===== src/rtl/peripheral_wb_burst_master.sv =====
// Wishbone B4 burst master: accepts one read or write command, runs it as a
// registered-feedback burst (linear or wrapping), then pulses done_o/err_o.
module peripheral_wb_burst_master #(
   parameter int AW = 32,
   parameter int DW = 32,
   parameter int LW = 4
) (
   input  logic          wb_clk_i,
   input  logic          wb_rst_ni,
   input  logic          cmd_valid_i,
   output logic          cmd_ready_o,
   input  logic          cmd_we_i,
   input  logic [AW-1:0] cmd_adr_i,
   input  logic [LW-1:0] cmd_len_i,
   input  logic [1:0]    cmd_bte_i,
   input  logic          wdat_valid_i,
   output logic          wdat_ready_o,
   input  logic [DW-1:0] wdat_i,
   output logic          rdat_valid_o,
   output logic [DW-1:0] rdat_o,
   output logic          done_o,
   output logic          err_o,
   output logic          wb_cyc_o,
   output logic          wb_stb_o,
   output logic          wb_we_o,
   output logic [AW-1:0] wb_adr_o,
   output logic [DW-1:0] wb_dat_o,
   output logic [DW/8-1:0] wb_sel_o,
   output logic [2:0]    wb_cti_o,
   output logic [1:0]    wb_bte_o,
   input  logic [DW-1:0] wb_dat_i,
   input  logic          wb_ack_i,
   input  logic          wb_err_i
);

   localparam int SW = DW / 8;
   localparam int OB = $clog2(SW);
   localparam logic [AW-1:0] STEP = AW'(SW);

   typedef enum logic [1:0] {IDLE, BUSY, DONE} state_t;

   state_t        state, state_next;
   logic          we_q, held_q, err_q, rdat_valid_q;
   logic [AW-1:0] adr_q, adr_next, adr_inc, wrap_mask;
   logic [LW-1:0] len_q, cnt_q;
   logic [1:0]    bte_q;
   logic [DW-1:0] wdat_q, rdat_q;
   logic          accept, beat_ack, beat_err, load_wdat;
   int            wrap_bits;

   assign accept    = cmd_valid_i & cmd_ready_o;
   assign beat_err  = wb_cyc_o & wb_stb_o & wb_err_i;
   assign beat_ack  = wb_cyc_o & wb_stb_o & wb_ack_i & ~wb_err_i;
   assign load_wdat = wdat_valid_i & wdat_ready_o;

   // Wrapping bursts only advance the low bits covering n beats; the rest of
   // the address stays pinned to the aligned block the burst started in.
   always_comb begin
      adr_inc = adr_q + STEP;
      case (bte_q)
         2'd1:    wrap_bits = OB + 2;
         2'd2:    wrap_bits = OB + 3;
         default: wrap_bits = OB + 4;
      endcase
      wrap_mask = ~({AW{1'b1}} << wrap_bits);
      if (bte_q == 2'd0) adr_next = adr_inc;
      else               adr_next = (adr_q & ~wrap_mask) | (adr_inc & wrap_mask);
   end

   always_ff @(posedge wb_clk_i or negedge wb_rst_ni) begin
      if (!wb_rst_ni) state <= IDLE;
      else            state <= state_next;
   end

   always_comb begin
      state_next = state;
      case (state)
         IDLE: if (accept) state_next = BUSY;
         BUSY: if (beat_err || (beat_ack && cnt_q == '0)) state_next = DONE;
         DONE: state_next = IDLE;
         default: state_next = IDLE;
      endcase
   end

   // Bus outputs are gated by BUSY so reset drops the cycle asynchronously.
   always_comb begin
      cmd_ready_o  = (state == IDLE) & wb_rst_ni;
      wb_cyc_o     = (state == BUSY);
      wb_stb_o     = (state == BUSY) & (~we_q | held_q);
      wb_we_o      = (state == BUSY) & we_q;
      wdat_ready_o = (state == BUSY) & we_q & ~held_q;
      wb_adr_o     = '0;
      wb_dat_o     = '0;
      wb_sel_o     = '0;
      wb_cti_o     = 3'b000;
      wb_bte_o     = 2'b00;
      if (state == BUSY) begin
         wb_adr_o = adr_q;
         wb_dat_o = we_q ? wdat_q : '0;
         wb_sel_o = {SW{1'b1}};
         wb_bte_o = bte_q;
         if (len_q == '0)      wb_cti_o = 3'b000;
         else if (cnt_q == '0) wb_cti_o = 3'b111;
         else                  wb_cti_o = 3'b010;
      end
      done_o = (state == DONE);
      err_o  = (state == DONE) & err_q;
   end

   assign rdat_valid_o = rdat_valid_q;
   assign rdat_o       = rdat_q;

   always_ff @(posedge wb_clk_i or negedge wb_rst_ni) begin
      if (!wb_rst_ni) begin
         we_q         <= 1'b0;
         held_q       <= 1'b0;
         err_q        <= 1'b0;
         rdat_valid_q <= 1'b0;
         adr_q        <= '0;
         len_q        <= '0;
         cnt_q        <= '0;
         bte_q        <= 2'b00;
         wdat_q       <= '0;
         rdat_q       <= '0;
      end else begin
         rdat_valid_q <= 1'b0;
         if (accept) begin
            we_q   <= cmd_we_i;
            adr_q  <= cmd_adr_i;
            len_q  <= cmd_len_i;
            cnt_q  <= cmd_len_i;
            bte_q  <= cmd_bte_i;
            held_q <= 1'b0;
            err_q  <= 1'b0;
         end
         if (load_wdat) begin
            wdat_q <= wdat_i;
            held_q <= 1'b1;
         end
         if (beat_ack) begin
            cnt_q  <= cnt_q - 1'b1;
            adr_q  <= adr_next;
            held_q <= 1'b0;
            if (!we_q) begin
               rdat_q       <= wb_dat_i;
               rdat_valid_q <= 1'b1;
            end
         end
         if (beat_err) err_q <= 1'b1;
      end
   end

endmodule


===== config.mk =====
export PLATFORM = sky130hd
export DESIGN_NAME = peripheral_wb_burst_master
export DESIGN_NICKNAME = d
export VERILOG_FILES = /design/src/rtl/peripheral_wb_burst_master.sv
export SDC_FILE = /design/constraint.sdc
export NUM_CORES = 1
export LEC_CHECK = 0
export ABC_AREA = 1
export CELL_PAD_IN_SITES_DETAIL_PLACEMENT = 1
export CELL_PAD_IN_SITES_GLOBAL_PLACEMENT = 1
export CORE_ASPECT_RATIO = 1.5
export CORE_UTILIZATION = 41
export CTS_CLUSTER_DIAMETER = 200
export DETAILED_ROUTE_END_ITERATION = 12
export DONT_BUFFER_PORTS = 1
export PLACE_DENSITY_LB_ADDON = 0.1
export SYNTH_ARGS = -nofsm -noshare
export SYNTH_HDL_FRONTEND = slang
export SYNTH_SLANG_ARGS = --single-unit

===== constraint.sdc =====
create_clock -name wb_clk_i -period 1.85 [get_ports wb_clk_i]
set_input_delay 0.555 -clock wb_clk_i [delete_from_list [all_inputs] [get_ports wb_clk_i]]
set_output_delay 0.555 -clock wb_clk_i [all_outputs]
set_load 0.05 [all_outputs]

==> impl_metrics.py <==
metrics = {
    "yosys": {
        "syn_avg_cell_area_sq_um": 7.73,
        "netlist_area_sq_um": 6080,
        "ys_ff_latch": 112,
        "synth_edf_count": 0,
        "synthCells": 787,
        "yosysUniqueCellTypes": 40,
        "ys_warn_count": 0,
        "ys_seq_area_frac": 0.461,
        "syn-num-nets": 902,
        "synthArstFlopShare": 1.00,
        "synth-main-ff-cell": "dfrtp_1",
        "synth_top_area_cell": "dfrtp_1",
        "synth_top_area_frac": 0.461,
        "synthTopCellsByArea": "dfrtp_1 46%, nand2_1 16%, nor2_1 8.3%",
    },
    "sta": {
        "rsz0062_at_grt": "yes",
        "setup-violations-final": 106,
        "hold_slack_ns": -0.127,
        "min_period_over_period": 1.12,
        "hold_viol_final": 112,
        "worst_slack_ns": -0.226,
        "drv_slew": 0,
        "tightestPinTransition_ns": 0.495,
        "fmax_mhz": 482,
        "max_slew_margin": 0.670,
        "fin_skew_ns": 0.00987,
        "period_minus_slack_ns": 2.08,
    },
    "power_and_ir_drop": {
        "power_density_nw_per_um2": 2120,
        "ir_drop_mv": 1.03,
        "power.total_mw": 17.9,
        "p_leak_nw": 4.07,
    },
    "setup_path": {
        "arrival_ns": 1.52,
        "cp_max_fo": 2,
        "path_class": "reg -> out",
        "endpoint_kind": "output pin",
        "worst_setup_path_start_kind": "flop",
        "r2r_cells": 8,
        "crit_required_ns": 1.29,
    },
    "placement": {
        "dp_hpwl_mm": 14.5,
        "place_inst": 1054,
        "finalWeightedCongestion": 0.896,
        "dpl_worst_slack_ns": -0.0250,
        "numPortBuffers": 0,
    },
    "grt": {
        "grt_pass1_wl_mm": 31.4,
        "grt_max_degree": 114,
        "antenna_found_initial": 2,
        "grt_pass1_vias": 6099,
        "overflow": 0,
        "grtUsageTotal": 0.270,
    },
    "clock_tree": {
        "cts.sinks": 112,
        "insertion_delay_ns": 0.36,
        "clk_pin_slew_ns": 0.08,
        "cts_tree": "built",
        "root_buffer": "clkbuf_16",
        "clock_path_buffers": 2,
        "cts-htree-levels": 3,
        "cts-buffers-inserted": 9,
    },
    "drt": {
        "wl_per_cell_um": 18.4,
        "drtIter0Drc": 147,
        "num_vias": 5553,
        "drc": 0,
        "firstDrtPassIters": 4,
        "routed_wl_mm": 20.0,
        "drt-vias-per-instance": 5.13,
        "drtAntennaViolNets": 0,
    },
    "job": {
        "drv_cap": 0,
    },
    "outcome": {
        "violations": "negative hold slack, negative setup slack",
        "status": "finished with violations",
    },
    "floorplanning": {
        "start_util": 0.419,
        "die_h_um": 151,
        "fp.dieW_um": 101,
        "die_area_sq_um": 15300,
        "rows": 54,
        "fp.coreArea_sq_um": 14500,
        "ios": 222,
    },
    "final_layout": {
        "area_growth_pct": 38.9,
        "layout_commonest_cell": "nand2_1",
        "drive_gt1_frac": 0.302,
        "layout_common_cells": "259 x nand2_1, 110 x dfrtp_1, 66 x nor2_1",
        "finalNetCount": 995,
        "stdcell_count": 1083,
    },
    "worst_hold_path": {
        "hp-class": "in -> async",
    },
}
-- where the power goes --
group	switching (mW)	internal, mW	leakage (nW)
combinational	6.11	3.91	2.58
sequential	2.29	3.64	1.35
clock	1.02	0.949	0.138
total	9.42	8.50	4.07
-- state kept, by name, summed over array words and instances, names as in the netlist, named ones only --
name          flops
held_q            1
len_q             4
bte_q             2
wdat_q           32
adr_q            29
rdat_valid_o      1
state             2
cnt_q             4
err_q             1
rdat_o           32
we_q              1
-- synth_stat cells (2+ instances only) --
cell / instances
buf_2: 13
nor3_1: 4
buf_1: 4
a21oi_1: 16
nand3_1: 39
buf_4: 6
nand2_2: 3
o211ai_1: 5
o31ai_1: 2
clkbuf_1: 10
inv_2: 5
nor2_1: 134
o21ai_0: 37
xor2_1: 2
mux2_2: 3
mux2_4: 29
nand4_1: 2
ha_1: 6
o22ai_1: 2
dfrtp_1: 112
nor2_2: 5
inv_1: 68
buf_6: 3
nand2_1: 261
-- area by class of cell --
cell class                      instances  area [sq um]
Inverter                               73           287
Multi-Input combinational cell        566          3250
Tap cell                              196           245
Fill cell                            1701          6080
Clock inverter                          6          61.3
Clock buffer                           10           229
Sequential cell                       112          2810
Timing Repair Buffer                  118          1570
Antenna cell                            2          5.00
-- kinds of logic after synthesis --
logic type	synth area share
flip-flops	0.461
AO/OA/AOI/OAI	0.0594
multiplexers	0.0771
adder cells (fa/ha/maj)	0.0123
AND/OR/NAND/NOR	0.310
XOR/XNOR	0.00288
buffers and inverters	0.0773
-- per-stage QoR --
stage | util | setup TNS (ns) | instance area, sq um
2_1_floorplan | - | -28.09 | 6320
3_3_place_gp | 0.524 | 0 | 7600
3_5_place_dp | 0.524 | -0.0985 | 7600
4_1_cts | 0.570 | -14.45 | 8280
5_1_grt | 0.582 | -23.25 | 8450
6_report | 0.582 | -15.63 | 8450
-- path summary, 6_finish.rpt --
| kind | from | endpoint | slack [ns] |
|---|---|---|---|
| min in group wb_clk_i | wb_dat_i[5] | rdat_o[5] | 0.30 |
| max in group asynchronous | wb_rst_ni | state[1] | 1.77 |
| hold reg to reg | wdat_q[23] | wdat_q[23] | 0.52 |
| setup reg to reg | state[1] | cnt_q[0] | -0.08 |
| setup / recovery | state[1] | cmd_ready_o | -0.23 |
| hold / removal | wb_rst_ni | rdat_o[6] | -0.13 |
-- critical path, cell delays in order (launching register included) --
cell and delay, ns:
dfrtp_2 0.45, buf_4 0.14, buf_4 0.14, nor3b_4 0.23, buf_6 0.19
-- layer usage --
layer  vias to the layer above  GRT usage  part of all wire
met5                         -          0                 0
met4                         0      0.114             0.024
met3                        31     0.0614             0.048
met2                       137      0.503              0.57
met1                      2759      0.287              0.36
li1                       2626          -                 -
-- repair_timing --
| action | 4_1_cts | 5_1_grt |
|---|---|---|
| cloned | 1 | 0 |
| setup buffers | 6 | 6 |
| endpoints found under the hold margin | 112 | 112 |
| endpoints found under the setup margin | 79 | 142 |
| pin swaps | 3 | 1 |
| resized for setup | 98 | 32 |
Note: power is estimated with default switching activity, not from simulation.
